`src/rtl/fpm_pkg.sv`:
```
// Shared sizing and tag record for the floating-point multiplier arbiter.
package fpm_pkg;

    localparam int NUM_REQ = 4;
    localparam int LAT     = 2;
    localparam int IDX_W   = (NUM_REQ > 1) ? $clog2(NUM_REQ) : 1;

    // One in-flight operation: whether the slot is live and who owns the result.
    typedef struct packed {
        logic             valid;
        logic [IDX_W-1:0] idx;
    } tag_t;

endpackage

```
`src/rtl/rr_arbiter.sv`:
```
// Round-robin grant: first asserted request at or after ptr, wrapping; one-hot out.
module rr_arbiter
    import fpm_pkg::*;
#(
    parameter int N_REQ = NUM_REQ,
    parameter int PTR_W = IDX_W
) (
    input  logic [N_REQ-1:0] req,
    input  logic [PTR_W-1:0] ptr,
    output logic [N_REQ-1:0] grant
);

    always_comb begin
        logic found;
        grant = '0;
        found = 1'b0;
        // Outer loop walks priority order; inner loop keeps every bit select constant.
        for (int k = 0; k < N_REQ; k++) begin
            for (int i = 0; i < N_REQ; i++) begin
                if (!found && req[i] && (i == (int'(ptr) + k) % N_REQ)) begin
                    grant[i] = 1'b1;
                    found    = 1'b1;
                end
            end
        end
    end

endmodule

```
`src/rtl/fpm_arbiter.sv`:
```
// Shares one external pipelined FP multiplier among NUM_REQ requesters and
// routes each registered product back to its owner via a tag pipeline.
module fpm_arbiter #(
    parameter int NUM_REQ = fpm_pkg::NUM_REQ,
    parameter int LAT     = fpm_pkg::LAT
) (
    input  logic                  clk,
    input  logic                  rst,
    input  logic [NUM_REQ-1:0]    req_valid,
    output logic [NUM_REQ-1:0]    req_ready,
    input  logic [32*NUM_REQ-1:0] req_a,
    input  logic [32*NUM_REQ-1:0] req_b,
    input  logic [NUM_REQ-1:0]    req_zero_a,
    input  logic [NUM_REQ-1:0]    req_zero_b,
    output logic [31:0]           fpm_a,
    output logic [31:0]           fpm_b,
    output logic                  fpm_zero_a,
    output logic                  fpm_zero_b,
    input  logic [31:0]           fpm_product,
    input  logic                  fpm_zero_out,
    output logic [NUM_REQ-1:0]    resp_valid,
    output logic [31:0]           resp_product,
    output logic                  resp_zero,
    output logic                  busy,
    output logic [15:0]           issue_count
);

    // The tag record is sized by the package, so NUM_REQ must match fpm_pkg::NUM_REQ.
    localparam int IW = fpm_pkg::IDX_W;
    typedef fpm_pkg::tag_t tag_t;

    logic [IW-1:0]      rr_ptr_q, rr_ptr_d;
    logic [15:0]        issue_count_q, issue_count_d;
    tag_t               tag_q [LAT];
    tag_t               tag_d [LAT];
    logic [NUM_REQ-1:0] grant;
    logic [IW-1:0]      gnt_idx;
    logic               handshake;

    rr_arbiter #(
        .N_REQ (NUM_REQ),
        .PTR_W (IW)
    ) u_rr (
        .req   (req_valid),
        .ptr   (rr_ptr_q),
        .grant (grant)
    );

    // Masking with rst keeps ready low while reset is held.
    assign req_ready = grant & {NUM_REQ{rst}};
    assign handshake = |req_ready;

    always_comb begin
        gnt_idx    = '0;
        fpm_a      = '0;
        fpm_b      = '0;
        fpm_zero_a = 1'b0;
        fpm_zero_b = 1'b0;
        for (int i = 0; i < NUM_REQ; i++) begin
            if (req_ready[i]) begin
                gnt_idx    = IW'(i);
                fpm_a      = req_a[32*i +: 32];
                fpm_b      = req_b[32*i +: 32];
                fpm_zero_a = req_zero_a[i];
                fpm_zero_b = req_zero_b[i];
            end
        end
    end

    always_comb begin
        rr_ptr_d      = rr_ptr_q;
        issue_count_d = issue_count_q;
        if (handshake) begin
            rr_ptr_d      = (int'(gnt_idx) == NUM_REQ - 1) ? '0 : gnt_idx + 1'b1;
            issue_count_d = issue_count_q + 16'd1;
        end
        tag_d[0].valid = handshake;
        tag_d[0].idx   = gnt_idx;
        for (int s = 1; s < LAT; s++) begin
            tag_d[s] = tag_q[s-1];
        end
    end

    always_ff @(posedge clk or negedge rst) begin
        if (!rst) begin
            rr_ptr_q      <= '0;
            issue_count_q <= '0;
            for (int s = 0; s < LAT; s++) begin
                tag_q[s] <= '0;
            end
        end else begin
            rr_ptr_q      <= rr_ptr_d;
            issue_count_q <= issue_count_d;
            for (int s = 0; s < LAT; s++) begin
                tag_q[s] <= tag_d[s];
            end
        end
    end

    // The last tag stage lines up with the multiplier's registered product.
    for (genvar gi = 0; gi < NUM_REQ; gi++) begin : g_resp
        assign resp_valid[gi] = tag_q[LAT-1].valid && (int'(tag_q[LAT-1].idx) == gi);
    end

    always_comb begin
        busy = 1'b0;
        for (int s = 0; s < LAT; s++) begin
            busy = busy | tag_q[s].valid;
        end
    end

    assign resp_product = fpm_product;
    assign resp_zero    = fpm_zero_out;
    assign issue_count  = issue_count_q;

endmodule
```
`config.mk`:
```
export PLATFORM = sky130hd
export DESIGN_NAME = fpm_arbiter
export DESIGN_NICKNAME = d
export VERILOG_FILES = /design/src/rtl/fpm_pkg.sv /design/src/rtl/rr_arbiter.sv /design/src/rtl/fpm_arbiter.sv
export SDC_FILE = /design/constraint.sdc
export NUM_CORES = 1
export LEC_CHECK = 0
export BUFFER_PORTS_ARGS = -buffer_cell sky130_fd_sc_hd__buf_2
export CAP_MARGIN = 10
export CORE_AREA = 2 2 168 170
export CTS_CLUSTER_DIAMETER = 60
export CTS_CLUSTER_SIZE = 30
export DETAILED_ROUTE_END_ITERATION = 10
export DIE_AREA = 0 0 170 172
export GPL_TIMING_DRIVEN = 0
export SETUP_SLACK_MARGIN = 0.15
export SLEW_MARGIN = 40
export SYNTH_ARGS = -nofsm -noshare
export SYNTH_HDL_FRONTEND = slang
export SYNTH_SLANG_ARGS = --single-unit
```
`constraint.sdc`:
```
create_clock -name clk -period 2.4 [get_ports clk]
set_clock_uncertainty 0.1 [all_clocks]
set_input_delay 0.48 -clock clk [delete_from_list [all_inputs] [get_ports clk]]
set_output_delay 0.48 -clock clk [all_outputs]
set_load 0.02 [all_outputs]
```
# After elaboration in Yosys (flattened, before gate mapping)
# Index checks and enable logic that the tools add are counted.
# W data, S select, Z words.
# word_totals
mem_count,0
ram_bits,0
latch_bits,0
inputBits,303
regBits,24
word_cells,141
rom_bits,0
# op_classes
eq_ne,16
n_reduce_logical,59
mux,50
shift,0
n_mul,0
bitwise,5
add_sub_neg,5
magnitude_cmp,0
n_div,0
# ops
op,count
$mux W32,8
$logic_not A32 Y1,4
$mux W1,39
$logic_and A1 B1 Y1,35
$eq A3 B3 Y1 const A,6
$add A16 B1 Y16 const B,1
$logic_not A1 Y1,15
$eq A2 B3 Y1 const A,3
$mux W2,3
$reduce_or A2 Y1,3
$add A2 B1 Y2 const B,2
$add A2 B2 Y2 const B,2
$and A4 B4 Y4,1
$eq A2 B1 Y1 const B,2
$eq A2 B2 Y1 const A,2
$eq A2 B2 Y1 const B,2
$reduce_or A4 Y1,1
$and A1 B1 Y1 const A,3
$eq A1 B2 Y1 const A,1
$logic_not A2 Y1,1
$or A1 B1 Y1,1

# Logic depth before layout (Yosys ltp)
# logic_depth
depth_word,69
depth_mapped,8
mapped_depth_nobuf,6

# Modules after synthesis
# From an unflattened synthesis, not the netlist that was laid out.
# unflattened
cells_unflattened,374
hier_area_um2,2813.9
# by_module_without_submodules
module,cells_each,area_each_um2,n_inst
fpm_arbiter,357,2711.4,1
rr_arbiter,17,102.6,1

# Worst setup path before layout
# Ideal clock, no wire load.
# synth_path
kind,input to output
start,in req_valid[3]
end,out fpm_a[10]
required_ns,1.820
t_arrival_ns,1.727
setup_slack_ns,0.093
cell_stages,6
path_buffers,2
cell_sequence,o21ai_0 -> o211a_1 -> clkbuf_1 -> clkbuf_1 -> a221oi_1 -> o2bb2ai_1
# synth_via
elab_chain_len,53
# synth_rtl
element,line,rtl
start: declaration,fpm_arbiter.sv:9,"input logic [NUM_REQ-1:0] req_valid,"
$logic_and A1 B1 Y1 (2 in a row),rr_arbiter.sv:20,if (!found && req[i] && (i == (int'(ptr) + k) % N_REQ)) begin
$mux W1,rr_arbiter.sv:20,
$logic_not A1 Y1,rr_arbiter.sv:20,
$logic_and A1 B1 Y1 (2 in a row),rr_arbiter.sv:20,
$mux W1,rr_arbiter.sv:20,
$logic_not A1 Y1,rr_arbiter.sv:20,
$logic_and A1 B1 Y1 (2 in a row),rr_arbiter.sv:20,
$mux W1,rr_arbiter.sv:20,
(+32 left out),n/a,
$logic_not A1 Y1,rr_arbiter.sv:20,
$logic_and A1 B1 Y1 (2 in a row),rr_arbiter.sv:20,
$mux W1,rr_arbiter.sv:20,
$logic_not A1 Y1,rr_arbiter.sv:20,
$logic_and A1 B1 Y1 (2 in a row),rr_arbiter.sv:20,
$mux W1,rr_arbiter.sv:20,
$and A4 B4 Y4 *,fpm_arbiter.sv:50,assign req_ready = grant & {NUM_REQ{rst}};
$mux W32 *,fpm_arbiter.sv:60,if (req_ready[i]) begin
end: declaration,fpm_arbiter.sv:15,"output logic [31:0] fpm_a,"
# Mark *: on every way between the ends. The rest lies on a longest branch, timed or not.

# Final worst setup path
# layout_path
start,in req_valid[0]
end,out fpm_a[17]
# layout_via
elab_chain_len,64
# layout_rtl
element,line
$logic_and A1 B1 Y1,rr_arbiter.sv:20
$mux W1,rr_arbiter.sv:20
$logic_not A1 Y1,rr_arbiter.sv:20
$logic_and A1 B1 Y1 (2 in a row),rr_arbiter.sv:20
$mux W1,rr_arbiter.sv:20
$logic_not A1 Y1,rr_arbiter.sv:20
$logic_and A1 B1 Y1 (2 in a row),rr_arbiter.sv:20
$mux W1,rr_arbiter.sv:20
(+44 left out),n/a
$logic_not A1 Y1,rr_arbiter.sv:20
$logic_and A1 B1 Y1 (2 in a row),rr_arbiter.sv:20
$mux W1,rr_arbiter.sv:20
$logic_not A1 Y1,rr_arbiter.sv:20
$logic_and A1 B1 Y1 (2 in a row),rr_arbiter.sv:20
$mux W1,rr_arbiter.sv:20
$and A4 B4 Y4 *,fpm_arbiter.sv:50
$mux W32 *,fpm_arbiter.sv:60
# Marked as above.

==> results.toml <==
[finish]
drive_gt1_share_pct = 80.0
final_core_util_pct = 29.4
final_area_sq_um = 8080
fin_nets = 1120
n_antenna_cell = 0
num-fill-cells = 2866
syn_to_final_growth_pct = 155

[critical_path]
r2r-start = "rr_ptr_q[0]"
crit_fanout = 8
cp_common_cell = "buf_12"
worst_ep_arrival_time_ps = 2060
cp-startpoint = "req_valid[0]"
cp-end-kind = "output pin"
slowest_delay_ps = 220
worstSetupPathType = "primary input to output pin"
crit_required_ps = 1820
cp-start-kind = "primary input"
cpMaxStageDelayCell = "and3_4"
crit_path_cell_trace = "buf_4, nor2b_2, o21ai_2, and3_4, and2_4, buf_12, buf_12, buf_12, o2bb2ai_2, buf_6"

[logic_synthesis]
synthCells = 380
ys_warn_count = 0
synth-edff-count = 0
synth_nets = 684
synthFlopType = "dfrtp_1"
yosys.area.top_type = "dfrtp_1"
synth-seq-area-share_pct = 18.9
ys_seq_elements = 24
syn_avg_cell_area_sq_um = 8.34
syn-cell-area_sq_um = 3170
ys_async_sr_fraction_pct = 100
synth_cell_types = 39
synth.top_cell.area_share_pct = 18.9
synth_area_leaders = "dfrtp_1 19%, o2bb2ai_1 18%, a221oi_1 16%, o21ai_0 10%, buf_4 9.2%"

[pwr]
p_leak_nw = 3.59
switchingPower_mw = 2.94
share_comb_of_total_power_pct = 84.3
p_clk_share_pct = 5.8
pwr-share-seq_pct = 9.9
powerDensity_nw_per_um2 = 768
peakVddDrop_uv = 428
swShare_pct = 47.5
total_power_mw = 6.20
internal-power_mw = 3.26

[floorplanning]
coreArea_sq_um = 27500
fp.dieW_um = 170
initial_utilization_pct = 11.5
die_area_sq_um = 29200
die_h_um = 172
io_pins = 427
core.rowCount = 61

[place]
dp_hpwl_um = 16800
dpl_cell_area_sq_um = 5770
gp_congestion = 0.801
io_buffers = 393

[routing]
routedWlPerCell_um = 19.6
vias = 5101
drt_iter0_markers = 195
drtAntennaViolNets = 0
first_pass_iters = 4
vias_per_cell = 4.40
drc = 0
wirelength_um = 22700

[clock_tree]
clock_latency_ps = 260
cts_tree = "built"
numCtsBuffers = 3
h-tree-depth = 1
clock_sinks = 24
clockRootBuffer = "clkbuf_16"
clkTransAtPathRegs_ps = 60
clockBufferDepth = 2

[sta]
relSlewSlack_pct = 58.1
period_minus_slack_ps = 2640
tightestPinTransition_ps = 621
drv_slew = 0
rsz0062_at_grt = "true"
max_freq_mhz = 379
setup_viol = 68
setup_ws_ps = -237
period_share_pct = 110
finalHoldViolations = 0

[hold_path]
holdCritPathClass = "primary input to async pin"

[flow_run]
cap_violations = 0

[grt]
grt_max_degree = 25
antenna_found_initial = 0
grt.overflow.total = 0
grt_pass1_vias = 4832
grtUsageTotal_pct = 13.5
grt_pass1_wl_um = 29700

[outcome]
violations = "setup timing"
status = "finished with violations"
per-layer routing:
layer | global-route usage (%) | share of wire, %
met1 | 17.2 | 41
met2 | 24.5 | 52
met3 | 2.04 | 6.3
met4 | 1.67 | 0.84
met5 | 0 | 0
registers in the layout, summed over array words and instances (netlist names):
signal and flops:
issue_count 16, tag_d 3, tag_q 3, rr_ptr_q 2
power by group through the flow:
stage / combinational (mW) / sequential, mW / clock, mW
2_1_floorplan: 1.95 / 0.662 / 0
3_3_place_gp: 3.21 / 0.609 / 0
3_5_place_dp: 3.25 / 0.611 / 0
4_1_cts: 4.82 / 0.608 / 0.369
5_1_grt: 5.54 / 0.628 / 0.387
6_report: 5.23 / 0.611 / 0.360
synth_stat cells, drive strengths merged, types with 3 or more instances:
cell / count
and2: 4
a221oi: 66
nand3: 6
clkbuf: 18
xnor2: 13
inv: 5
nor2b: 4
nand2: 9
buf: 59
a21oi: 3
dfrtp: 24
nor2: 7
nand4: 3
and3: 3
o2bb2ai: 66
o21ai: 72
final timing paths:
| kind | end | slack [ps] | cells after the start |
|---|---|---|---|
| min in group clk | tag_q[1] | 250 | 0 |
| worst min register to register | tag_q[1] | 250 | 0 |
| worst min-delay path | issue_count[12] | 90 | 2 |
| worst max-delay path | fpm_a[17] | -240 | 10 |
| worst max register to register | rr_ptr_q[1] | 540 | 7 |
| max in group asynchronous | rr_ptr_q[1] | 1940 | 2 |
area by class of cell:
cell class | instances | area, sq um | area share [%]
Buffer | 76 | 915 | 11.3
Sequential cell | 24 | 602 | 7.45
Inverter | 5 | 18.8 | 0.232
Multi-Input combinational cell | 274 | 3140 | 38.8
Clock buffer | 3 | 75.1 | 0.930
Timing Repair Buffer | 432 | 2900 | 35.9
Tap cell | 346 | 433 | 5.36
placed cells by master (no fill, tap or decap), types with 2 or more instances in the layout:
| master | count |
|---|---|
| a221oi_1 | 2 |
| a221oi_4 | 23 |
| o21ai_1 | 28 |
| and2_4 | 2 |
| buf_2 | 326 |
| a221oi_2 | 41 |
| inv_1 | 2 |
| xor2_1 | 2 |
| nand3_1 | 5 |
| o2bb2ai_2 | 46 |
| buf_4 | 71 |
| and3_1 | 2 |
| clkbuf_16 | 11 |
| and2_1 | 2 |
| o2bb2ai_4 | 7 |
| buf_12 | 21 |
| o21ai_2 | 2 |
| clkbuf_8 | 4 |
| nand2_1 | 9 |
| inv_2 | 3 |
| buf_8 | 5 |
| buf_6 | 65 |
| nor2_1 | 6 |
| a21oi_1 | 3 |
| buf_16 | 4 |
| clkbuf_4 | 3 |
| o2bb2ai_1 | 13 |
| o21ai_0 | 42 |
| nor2b_2 | 3 |
| xnor2_1 | 13 |
| dfrtp_1 | 23 |
| nand4_1 | 3 |
cell families (layout without fill, tap and decap cells):
kind of cell               count (synthesis)  in the layout  synth area share [%]
adders and majority gates                  1              1                 0.395
xor gates and xnor gates                  15             15                  4.15
AOI/OAI and AO/OA                        217            217                  52.9
DFF                                       24             24                  18.9
and+or+nand+nor                           41             41                  7.15
buffers and inverters                     82            516                  16.5
metrics by stage:
step,cells,setup TNS [ps],setup slack (ps),hold slack [ps]
6_report,1160,-11900,-237,91.5
5_1_grt,1160,-16860,-299,104
4_1_cts,1148,-12780,-250,90.9
3_5_place_dp,1119,-58050,-1120,237
3_3_place_gp,1119,-57820,-1100,234
2_1_floorplan,380,0,164,84.4
worst max-delay path: cells and delay by family:
kind / cells / cell delay [ps]
AO/OA/AOI/OAI: 2 / 340
buffers and inverters: 5 / 690
AND/OR/NAND/NOR: 3 / 530
timing repair:
| item | in CTS | in global routing |
|---|---|---|
| endpoints found under the setup margin | 76 | 70 |
| setup buffers | 19 | 9 |
| hold buffers | 1 | 0 |
| hold endpoints to repair | 24 | 0 |
| cloned | 7 | 3 |
| gates resized for setup | 321 | 78 |
| pin swaps | 22 | 27 |
Power figures use the tool's default switching activity.
